--- src/rtl/object_package.sv ---
// Fixed-point format shared by the ball datapath and its controllers.
package object_package;
    localparam int WIDTH = 16;
    localparam int FBITS = 4;
endpackage

--- src/rtl/game_sequencer_if.sv ---
// Signal bundle between frame timing / ball positions and the round sequencer.
interface game_sequencer_if #(
    parameter int SCORE_W = 4
);
    logic                               frame_tick;
    logic                               start;
    logic                               absorb_req;
    logic [object_package::WIDTH-1:0]   ball1_x;
    logic [object_package::WIDTH-1:0]   ball2_x;
    logic                               ball1_xs;
    logic                               ball2_xs;
    logic                               ball_en;
    logic                               absorb;
    logic [SCORE_W-1:0]                 score_l;
    logic [SCORE_W-1:0]                 score_r;
    logic                               gameover;
    logic [2:0]                         state;

    modport master (
        output frame_tick, start, absorb_req, ball1_x, ball2_x, ball1_xs, ball2_xs,
        input  ball_en, absorb, score_l, score_r, gameover, state
    );
    modport slave (
        input  frame_tick, start, absorb_req, ball1_x, ball2_x, ball1_xs, ball2_xs,
        output ball_en, absorb, score_l, score_r, gameover, state
    );
endinterface

--- src/rtl/game_sequencer.sv ---
// Round controller: serve countdown, play/game-over phases, scoring and
// rationing of the right-player absorb power-up.
module game_sequencer #(
    parameter int SERVE_FRAMES    = 60,
    parameter int WIN_SCORE       = 7,
    parameter int SCORE_W         = 4,
    parameter int ABSORB_FRAMES   = 120,
    parameter int COOLDOWN_FRAMES = 300
) (
    input  logic            clk,
    input  logic            rst_n,
    game_sequencer_if.slave bus
);
    localparam int WIDTH = object_package::WIDTH;
    localparam int FBITS = object_package::FBITS;
    localparam int SCW   = $clog2(SERVE_FRAMES + 1);
    localparam int AMAX  = (ABSORB_FRAMES > COOLDOWN_FRAMES) ? ABSORB_FRAMES : COOLDOWN_FRAMES;
    localparam int ACW   = $clog2(AMAX + 1);

    localparam logic [WIDTH-1:0]   X_EXIT = WIDTH'(640 << FBITS);
    localparam logic [SCORE_W:0]   WIN_X  = (SCORE_W + 1)'(WIN_SCORE);
    localparam logic [SCW-1:0]     SRV_LAST = SCW'(SERVE_FRAMES - 1);
    localparam logic [ACW-1:0]     ACT_LAST = ACW'(ABSORB_FRAMES - 1);
    localparam logic [ACW-1:0]     COOL_LAST = ACW'(COOLDOWN_FRAMES - 1);

    typedef enum logic [2:0] {S_IDLE = 3'd0, S_SERVE = 3'd1, S_PLAY = 3'd2, S_OVER = 3'd3} state_t;
    typedef enum logic [1:0] {A_READY = 2'd0, A_ACTIVE = 2'd1, A_COOL = 2'd2} ab_state_t;

    state_t             r_state, w_state_nx;
    ab_state_t          r_ab, w_ab_nx;
    logic               r_start_q;
    logic [SCW-1:0]     r_srv_cnt, w_srv_cnt_nx;
    logic [ACW-1:0]     r_ab_cnt, w_ab_cnt_nx;
    logic [SCORE_W-1:0] r_score_l, r_score_r, w_score_l_nx, w_score_r_nx;
    logic               r_ball_en, w_ball_en_nx;
    logic               r_absorb, r_gameover;

    logic               w_start_rise, w_exit1, w_exit2, w_any_exit, w_play_ok;
    logic [1:0]         w_inc_l, w_inc_r;
    logic [SCORE_W:0]   w_sum_l, w_sum_r;
    logic [SCORE_W-1:0] w_new_l, w_new_r;

    assign w_start_rise = bus.start & ~r_start_q;
    assign w_exit1      = bus.ball1_x > X_EXIT;
    assign w_exit2      = bus.ball2_x > X_EXIT;
    assign w_any_exit   = w_exit1 | w_exit2;

    // xs=0 means the ball left through the right edge, which scores for the left player.
    assign w_inc_l = {1'b0, w_exit1 & ~bus.ball1_xs} + {1'b0, w_exit2 & ~bus.ball2_xs};
    assign w_inc_r = {1'b0, w_exit1 &  bus.ball1_xs} + {1'b0, w_exit2 &  bus.ball2_xs};
    assign w_sum_l = {1'b0, r_score_l} + (SCORE_W + 1)'(w_inc_l);
    assign w_sum_r = {1'b0, r_score_r} + (SCORE_W + 1)'(w_inc_r);
    assign w_new_l = (w_sum_l >= WIN_X) ? SCORE_W'(WIN_SCORE) : w_sum_l[SCORE_W-1:0];
    assign w_new_r = (w_sum_r >= WIN_X) ? SCORE_W'(WIN_SCORE) : w_sum_r[SCORE_W-1:0];

    always_comb begin
        w_state_nx   = r_state;
        w_srv_cnt_nx = r_srv_cnt;
        w_score_l_nx = r_score_l;
        w_score_r_nx = r_score_r;
        w_ball_en_nx = 1'b0;
        case (r_state)
            S_IDLE, S_OVER: begin
                if (w_start_rise) begin
                    w_state_nx   = S_SERVE;
                    w_srv_cnt_nx = '0;
                    w_score_l_nx = '0;
                    w_score_r_nx = '0;
                end
            end
            S_SERVE: begin
                if (bus.frame_tick) begin
                    if (r_srv_cnt == SRV_LAST) begin
                        w_srv_cnt_nx = '0;
                        w_state_nx   = S_PLAY;
                    end else begin
                        w_srv_cnt_nx = r_srv_cnt + SCW'(1);
                    end
                end
            end
            S_PLAY: begin
                // An exiting ball is not moved: the serve pause lets the ball
                // re-centre on its first PLAY move, so each exit counts once.
                if (bus.frame_tick) begin
                    if (w_any_exit) begin
                        w_score_l_nx = w_new_l;
                        w_score_r_nx = w_new_r;
                        w_srv_cnt_nx = '0;
                        w_state_nx   = ({1'b0, w_new_l} >= WIN_X || {1'b0, w_new_r} >= WIN_X)
                                       ? S_OVER : S_SERVE;
                    end else begin
                        w_ball_en_nx = 1'b1;
                    end
                end
            end
            default: w_state_nx = S_IDLE;
        endcase
    end

    assign w_play_ok = (r_state == S_PLAY) && (w_state_nx == S_PLAY);

    always_comb begin
        w_ab_nx     = r_ab;
        w_ab_cnt_nx = r_ab_cnt;
        case (r_ab)
            A_READY: begin
                w_ab_cnt_nx = '0;
                if (bus.absorb_req && w_play_ok) w_ab_nx = A_ACTIVE;
            end
            A_ACTIVE: begin
                if (!bus.absorb_req || !w_play_ok) begin
                    w_ab_nx     = A_COOL;
                    w_ab_cnt_nx = '0;
                end else if (bus.frame_tick) begin
                    if (r_ab_cnt == ACT_LAST) begin
                        w_ab_nx     = A_COOL;
                        w_ab_cnt_nx = '0;
                    end else begin
                        w_ab_cnt_nx = r_ab_cnt + ACW'(1);
                    end
                end
            end
            A_COOL: begin
                if (bus.frame_tick) begin
                    if (r_ab_cnt == COOL_LAST) begin
                        w_ab_nx     = A_READY;
                        w_ab_cnt_nx = '0;
                    end else begin
                        w_ab_cnt_nx = r_ab_cnt + ACW'(1);
                    end
                end
            end
            default: begin
                w_ab_nx     = A_READY;
                w_ab_cnt_nx = '0;
            end
        endcase
        // A finished game hands the next one a fresh power-up.
        if (w_state_nx == S_OVER && r_state != S_OVER) begin
            w_ab_nx     = A_READY;
            w_ab_cnt_nx = '0;
        end
    end

    always_ff @(posedge clk or negedge rst_n) begin
        if (!rst_n) begin
            r_state    <= S_IDLE;
            r_ab       <= A_READY;
            r_start_q  <= 1'b0;
            r_srv_cnt  <= '0;
            r_ab_cnt   <= '0;
            r_score_l  <= '0;
            r_score_r  <= '0;
            r_ball_en  <= 1'b0;
            r_absorb   <= 1'b0;
            r_gameover <= 1'b0;
        end else begin
            r_state    <= w_state_nx;
            r_ab       <= w_ab_nx;
            r_start_q  <= bus.start;
            r_srv_cnt  <= w_srv_cnt_nx;
            r_ab_cnt   <= w_ab_cnt_nx;
            r_score_l  <= w_score_l_nx;
            r_score_r  <= w_score_r_nx;
            r_ball_en  <= w_ball_en_nx;
            r_absorb   <= (w_ab_nx == A_ACTIVE);
            r_gameover <= (w_state_nx == S_OVER);
        end
    end

    assign bus.ball_en  = r_ball_en;
    assign bus.absorb   = r_absorb;
    assign bus.score_l  = r_score_l;
    assign bus.score_r  = r_score_r;
    assign bus.gameover = r_gameover;
    assign bus.state    = r_state;
endmodule

--- src/flat_wrapper.sv ---
// flat-port wrapper written by rule: the top's interface ports become plain ports
module game_sequencer_flat 
#(
    parameter int SERVE_FRAMES    = 60,
    parameter int WIN_SCORE       = 7,
    parameter int SCORE_W         = 4,
    parameter int ABSORB_FRAMES   = 120,
    parameter int COOLDOWN_FRAMES = 300
)
  (clk, rst_n, bus_frame_tick, bus_start, bus_absorb_req, bus_ball1_x, bus_ball2_x, bus_ball1_xs, bus_ball2_xs, bus_ball_en, bus_absorb, bus_score_l, bus_score_r, bus_gameover, bus_state);
  game_sequencer_if #(.SCORE_W(SCORE_W)) bus_i ();
  input  logic clk;
  input  logic rst_n;
  input wire logic [$bits(bus_i.frame_tick)-1:0] bus_frame_tick;
  input wire logic [$bits(bus_i.start)-1:0] bus_start;
  input wire logic [$bits(bus_i.absorb_req)-1:0] bus_absorb_req;
  input wire logic [$bits(bus_i.ball1_x)-1:0] bus_ball1_x;
  input wire logic [$bits(bus_i.ball2_x)-1:0] bus_ball2_x;
  input wire logic [$bits(bus_i.ball1_xs)-1:0] bus_ball1_xs;
  input wire logic [$bits(bus_i.ball2_xs)-1:0] bus_ball2_xs;
  output wire logic [$bits(bus_i.ball_en)-1:0] bus_ball_en;
  output wire logic [$bits(bus_i.absorb)-1:0] bus_absorb;
  output wire logic [$bits(bus_i.score_l)-1:0] bus_score_l;
  output wire logic [$bits(bus_i.score_r)-1:0] bus_score_r;
  output wire logic [$bits(bus_i.gameover)-1:0] bus_gameover;
  output wire logic [$bits(bus_i.state)-1:0] bus_state;
  assign bus_i.frame_tick = bus_frame_tick;
  assign bus_i.start = bus_start;
  assign bus_i.absorb_req = bus_absorb_req;
  assign bus_i.ball1_x = bus_ball1_x;
  assign bus_i.ball2_x = bus_ball2_x;
  assign bus_i.ball1_xs = bus_ball1_xs;
  assign bus_i.ball2_xs = bus_ball2_xs;
  assign bus_ball_en = bus_i.ball_en;
  assign bus_absorb = bus_i.absorb;
  assign bus_score_l = bus_i.score_l;
  assign bus_score_r = bus_i.score_r;
  assign bus_gameover = bus_i.gameover;
  assign bus_state = bus_i.state;
  game_sequencer #(.SERVE_FRAMES(SERVE_FRAMES), .WIN_SCORE(WIN_SCORE), .SCORE_W(SCORE_W), .ABSORB_FRAMES(ABSORB_FRAMES), .COOLDOWN_FRAMES(COOLDOWN_FRAMES)) u_core (.clk(clk), .rst_n(rst_n), .bus(bus_i));
endmodule
--- config.mk ---
export PLATFORM = sky130hd
export DESIGN_NAME = game_sequencer_flat
export DESIGN_NICKNAME = d
export VERILOG_FILES = /design/src/rtl/object_package.sv /design/src/rtl/game_sequencer_if.sv /design/src/rtl/game_sequencer.sv /design/src/flat_wrapper.sv
export SDC_FILE = /design/constraint.sdc
export NUM_CORES = 1
export LEC_CHECK = 0
export ABC_CLOCK_PERIOD_IN_PS = 3800
export BUFFER_PORTS_ARGS = -buffer_cell sky130_fd_sc_hd__clkbuf_2
export CAP_MARGIN = 40
export CORE_MARGIN = 2
export CORE_UTILIZATION = 53
export DETAILED_ROUTE_END_ITERATION = 10
export MAX_ROUTING_LAYER = met4
export PLACE_DENSITY = 0.82
export SYNTH_ARGS = -nofsm -noshare
export SYNTH_HDL_FRONTEND = slang
export SYNTH_SLANG_ARGS = --single-unit
--- constraint.sdc ---
create_clock -name clk -period 3.8 [get_ports clk]
set_clock_uncertainty 0.15 [all_clocks]
set_input_delay 0.19 -clock clk [delete_from_list [all_inputs] [get_ports clk]]
set_output_delay 0.19 -clock clk [all_outputs]
set_load 0.03 [all_outputs]
==> impl_metrics.toml <==
[timing]
final-setup-viol-count = 0
finalWorstSetupSlack_ps = 612
maxSlewHeadroom_pct = 40.3
fin_crit_ps = 3190
tightestPinTransition_ps = 894
max_freq_mhz = 314
fin_tns_setup_ps = 0
hold_viol_final = 0
rsz0062_at_grt = "false"
drv_slew = 0
fin_crit_sh_pct = 83.9

[cells_and_area]
synthToLayoutAreaGrowth_pct = 19.4
nets = 336
drive_gt1_share_pct = 24.3
fill_cells = 328
final_cells = 336
antennaDiodeCount = 0

[placement]
place_inst = 326
hpwl_mm = 3.58
place_congestion = 0.902
portBuffers = 52
dp_slack_ps = 324

[setup_path]
worstSetupStartpointType = "primary input"
path_cells = "clkbuf_2 > nor4_1 > nand4_1 > and3_1 > fa_1 > ha_1 > a31oi_1 > a21oi_1 > o211ai_1 > a211oi_2 > nor2_1 > a22o_1"
r2r-start = "u_core.bus.score_l[0]"
max_stage_delay_ps = 590
cp.arrival_ps = 3220
cp_slowest_cell = "a211oi_2"
critPathTopFamily = "compound AO/OA/AOI/OAI gates"
crit_required_ps = 3830
ff2ff_path_depth = 8
critPathKind = "in2reg"
ff2ff_setup_slack_ps = 920
worst_setup_path_end_kind = "register"
rr_endpoint = "u_core.r_ab_cnt[2]"
crit_fanout = 10
critPathBufInv = 1

[synth]
syn_area_um2 = 2110
synth.area.top_cells = "dfrtp_1 (38%), ha_1 (4.7%), nand2_1 (4.1%)"
ys_warn_count = 0
yosys_most_used_dff = "dfrtp_1"
syn-num-nets = 280
netlist.area_leader.share_pct = 37.9
yosys.area_share.simple_pct = 28.2
synth_xor_area_share_pct = 0.414
synth_edf_count = 0
synth_top_family_by_area = "simple AND/OR/NAND/NOR gates"
synth_largest_area_cell = "dfrtp_1"
netlist_instances = 231
avgSynthCellArea_um2 = 9.15
async_reset_ff_share_pct = 100
synth_cell_types = 52
synthAdderAreaFrac_pct = 6.63
yosysSeqAreaShare_pct = 37.9
synth_mux_area_share_pct = 0.474
synth_seq_cells = 32
synth_compound_area_share_pct = 23.1

[outcome]
status = "complete, no violations"

[route]
drc_errors = 0
wirelength_mm = 4.83
dr.first_iter.drc_count = 152
wl_per_cell_um = 14.4
dr.pass1.iters = 4
viasPerCell = 5.82
postRouteAntennaNets = 0
route.vias.total = 1955

[clock_network]
clock_path_buffers = 2
post-cts-setup-buffers = 0
clock-sinks = 32
numCtsBuffers = 5
ctsRootBufferMaster = "clkbuf_8"
cts_tree = "yes"
cts_htree_levels = 2
insertion_delay_ps = 290
clk_pin_slew_ps = 70

[min_path]
min_to = "u_core.r_ab[0]"
min-delay-start = "bus_absorb_req"
hp-class = "in2reg"
min_delay_path_depth = 3

[job]
maxCapViolations = 0

[pwr]
power.leakage_nw = 1.16
totalPowerFinal_w = 0.000753
cellPowerDensity_nw_per_um2 = 298
ir_worst_vdd_mv = 0.263

[floorplanning]
die_width_um = 67.1
ios = 53
start_util_pct = 56.5
row_count = 22
core_um2 = 3740
die_h_um = 67.1
die_area_um2 = 4510

[global_routing]
grt.total_usage_pct = 23.9
grt_pass1_wl_mm = 7.91
antenna_found_initial = 0
grt_pass1_vias = 1818
overflow = 0
grt_max_degree = 33
per-layer routing:
layer  GRT usage, %  vias up  part of all wire, %
met4           9.18        0                  1.4
met3           4.17        5                  4.9
li1               -      990                    -
met1           29.9      912                   47
met2           38.9       48                   47
met5              -        -                    0
cell type report:
cell class	count	area, µm²	area share (%)
Multi-Input combinational cell	183	1250	49.4
Tap cell	48	60.1	2.38
Inverter	10	37.5	1.49
Timing Repair Buffer	55	288	11.4
Sequential cell	32	801	31.7
Clock buffer	8	90.1	3.57
flip-flops by register name, indices dropped and copies added, names as in the netlist:
signal / flops
u_core.r_ab_cnt: 9
u_core.r_srv_cnt: 6
u_core.bus.score_l: 4
u_core.bus.score_r: 4
u_core.bus.state: 3
u_core.r_ab: 2
u_core.bus.absorb: 1
u_core.bus.ball_en: 1
u_core.bus.gameover: 1
u_core.r_start_q: 1
layout by cell type (no fill, tap or decap), types with 7 or more instances in the layout:
master,count
a21oi_1,11
nand3_1,9
ha_1,8
o31ai_1,8
and3_1,8
o21ai_0,12
o211ai_1,7
nor2_1,14
inv_1,10
dfrtp_1,32
clkbuf_2,52
nand2_1,23
how the worst max path moves through the flow:
stage	start	end	slack (ps)	cells after the start
floorplan	bus_ball1_x[7]	u_core.r_ab_cnt[1]	750	11
global placement	bus_ball2_x[14]	u_core.r_ab_cnt[3]	410	12
detailed placement	bus_ball1_x[7]	u_core.r_ab_cnt[5]	320	12
CTS	bus_ball1_x[7]	u_core.r_ab_cnt[2]	620	12
global route	bus_ball2_x[0]	u_core.r_ab_cnt[5]	350	12
finish	bus_ball1_x[7]	u_core.r_ab_cnt[2]	610	12
through the flow:
step	util, %	hold WS, ps	instance area [µm²]
2_1_floorplan	-	-256	2110
3_3_place_gp	64.5	156	2410
3_5_place_dp	64.5	167	2410
4_1_cts	67.4	104	2520
5_1_grt	67.4	115	2520
6_report	67.4	109	2520
synthesized netlist by cell type (2+ instances only):
cell       count
o31ai_1        8
o211a_1        4
dfrtp_1       32
a22o_1         3
nand3b_1       3
nor3b_1        6
ha_1           8
nand4_1        5
nor3_1         6
a21oi_1       11
nand2b_1       4
a31oi_1        4
o211ai_1       7
nand3_1        9
o21ai_1        3
o21ai_0       12
nor4b_2        2
or2_2          5
nor2_1        14
o21a_1         3
fa_1           2
nand2_1       23
and3_1         8
inv_1         10
or4b_1         2
clkbuf_1       3
o2bb2ai_1      2
nor4b_1        3
nor4_1         6
cells by family after synthesis:
kind of cell	after synthesis
other cells	1
flops	32
simple gates	104
compound gates	66
mux	1
buf+inv	16
fa+ha+maj	10
xor+xnor	1
tightest hold or removal path: stages:
cell	delay (ps)
clkbuf_2	120
nand4_1	100
a311oi_2	100
timing repair:
item                      in CTS  in global routing
gates resized for setup        0                  0
hold endpoints to repair      33                  0
hold buffers                   2                  0
power breakdown:
group	switching (W)	internal, W	total [W]
sequential	0.0000130	0.000350	0.000363
clock	0.000126	0.000148	0.000273
combinational	0.0000678	0.0000486	0.000116
No activity file was read; power rests on OpenSTA's default activity.
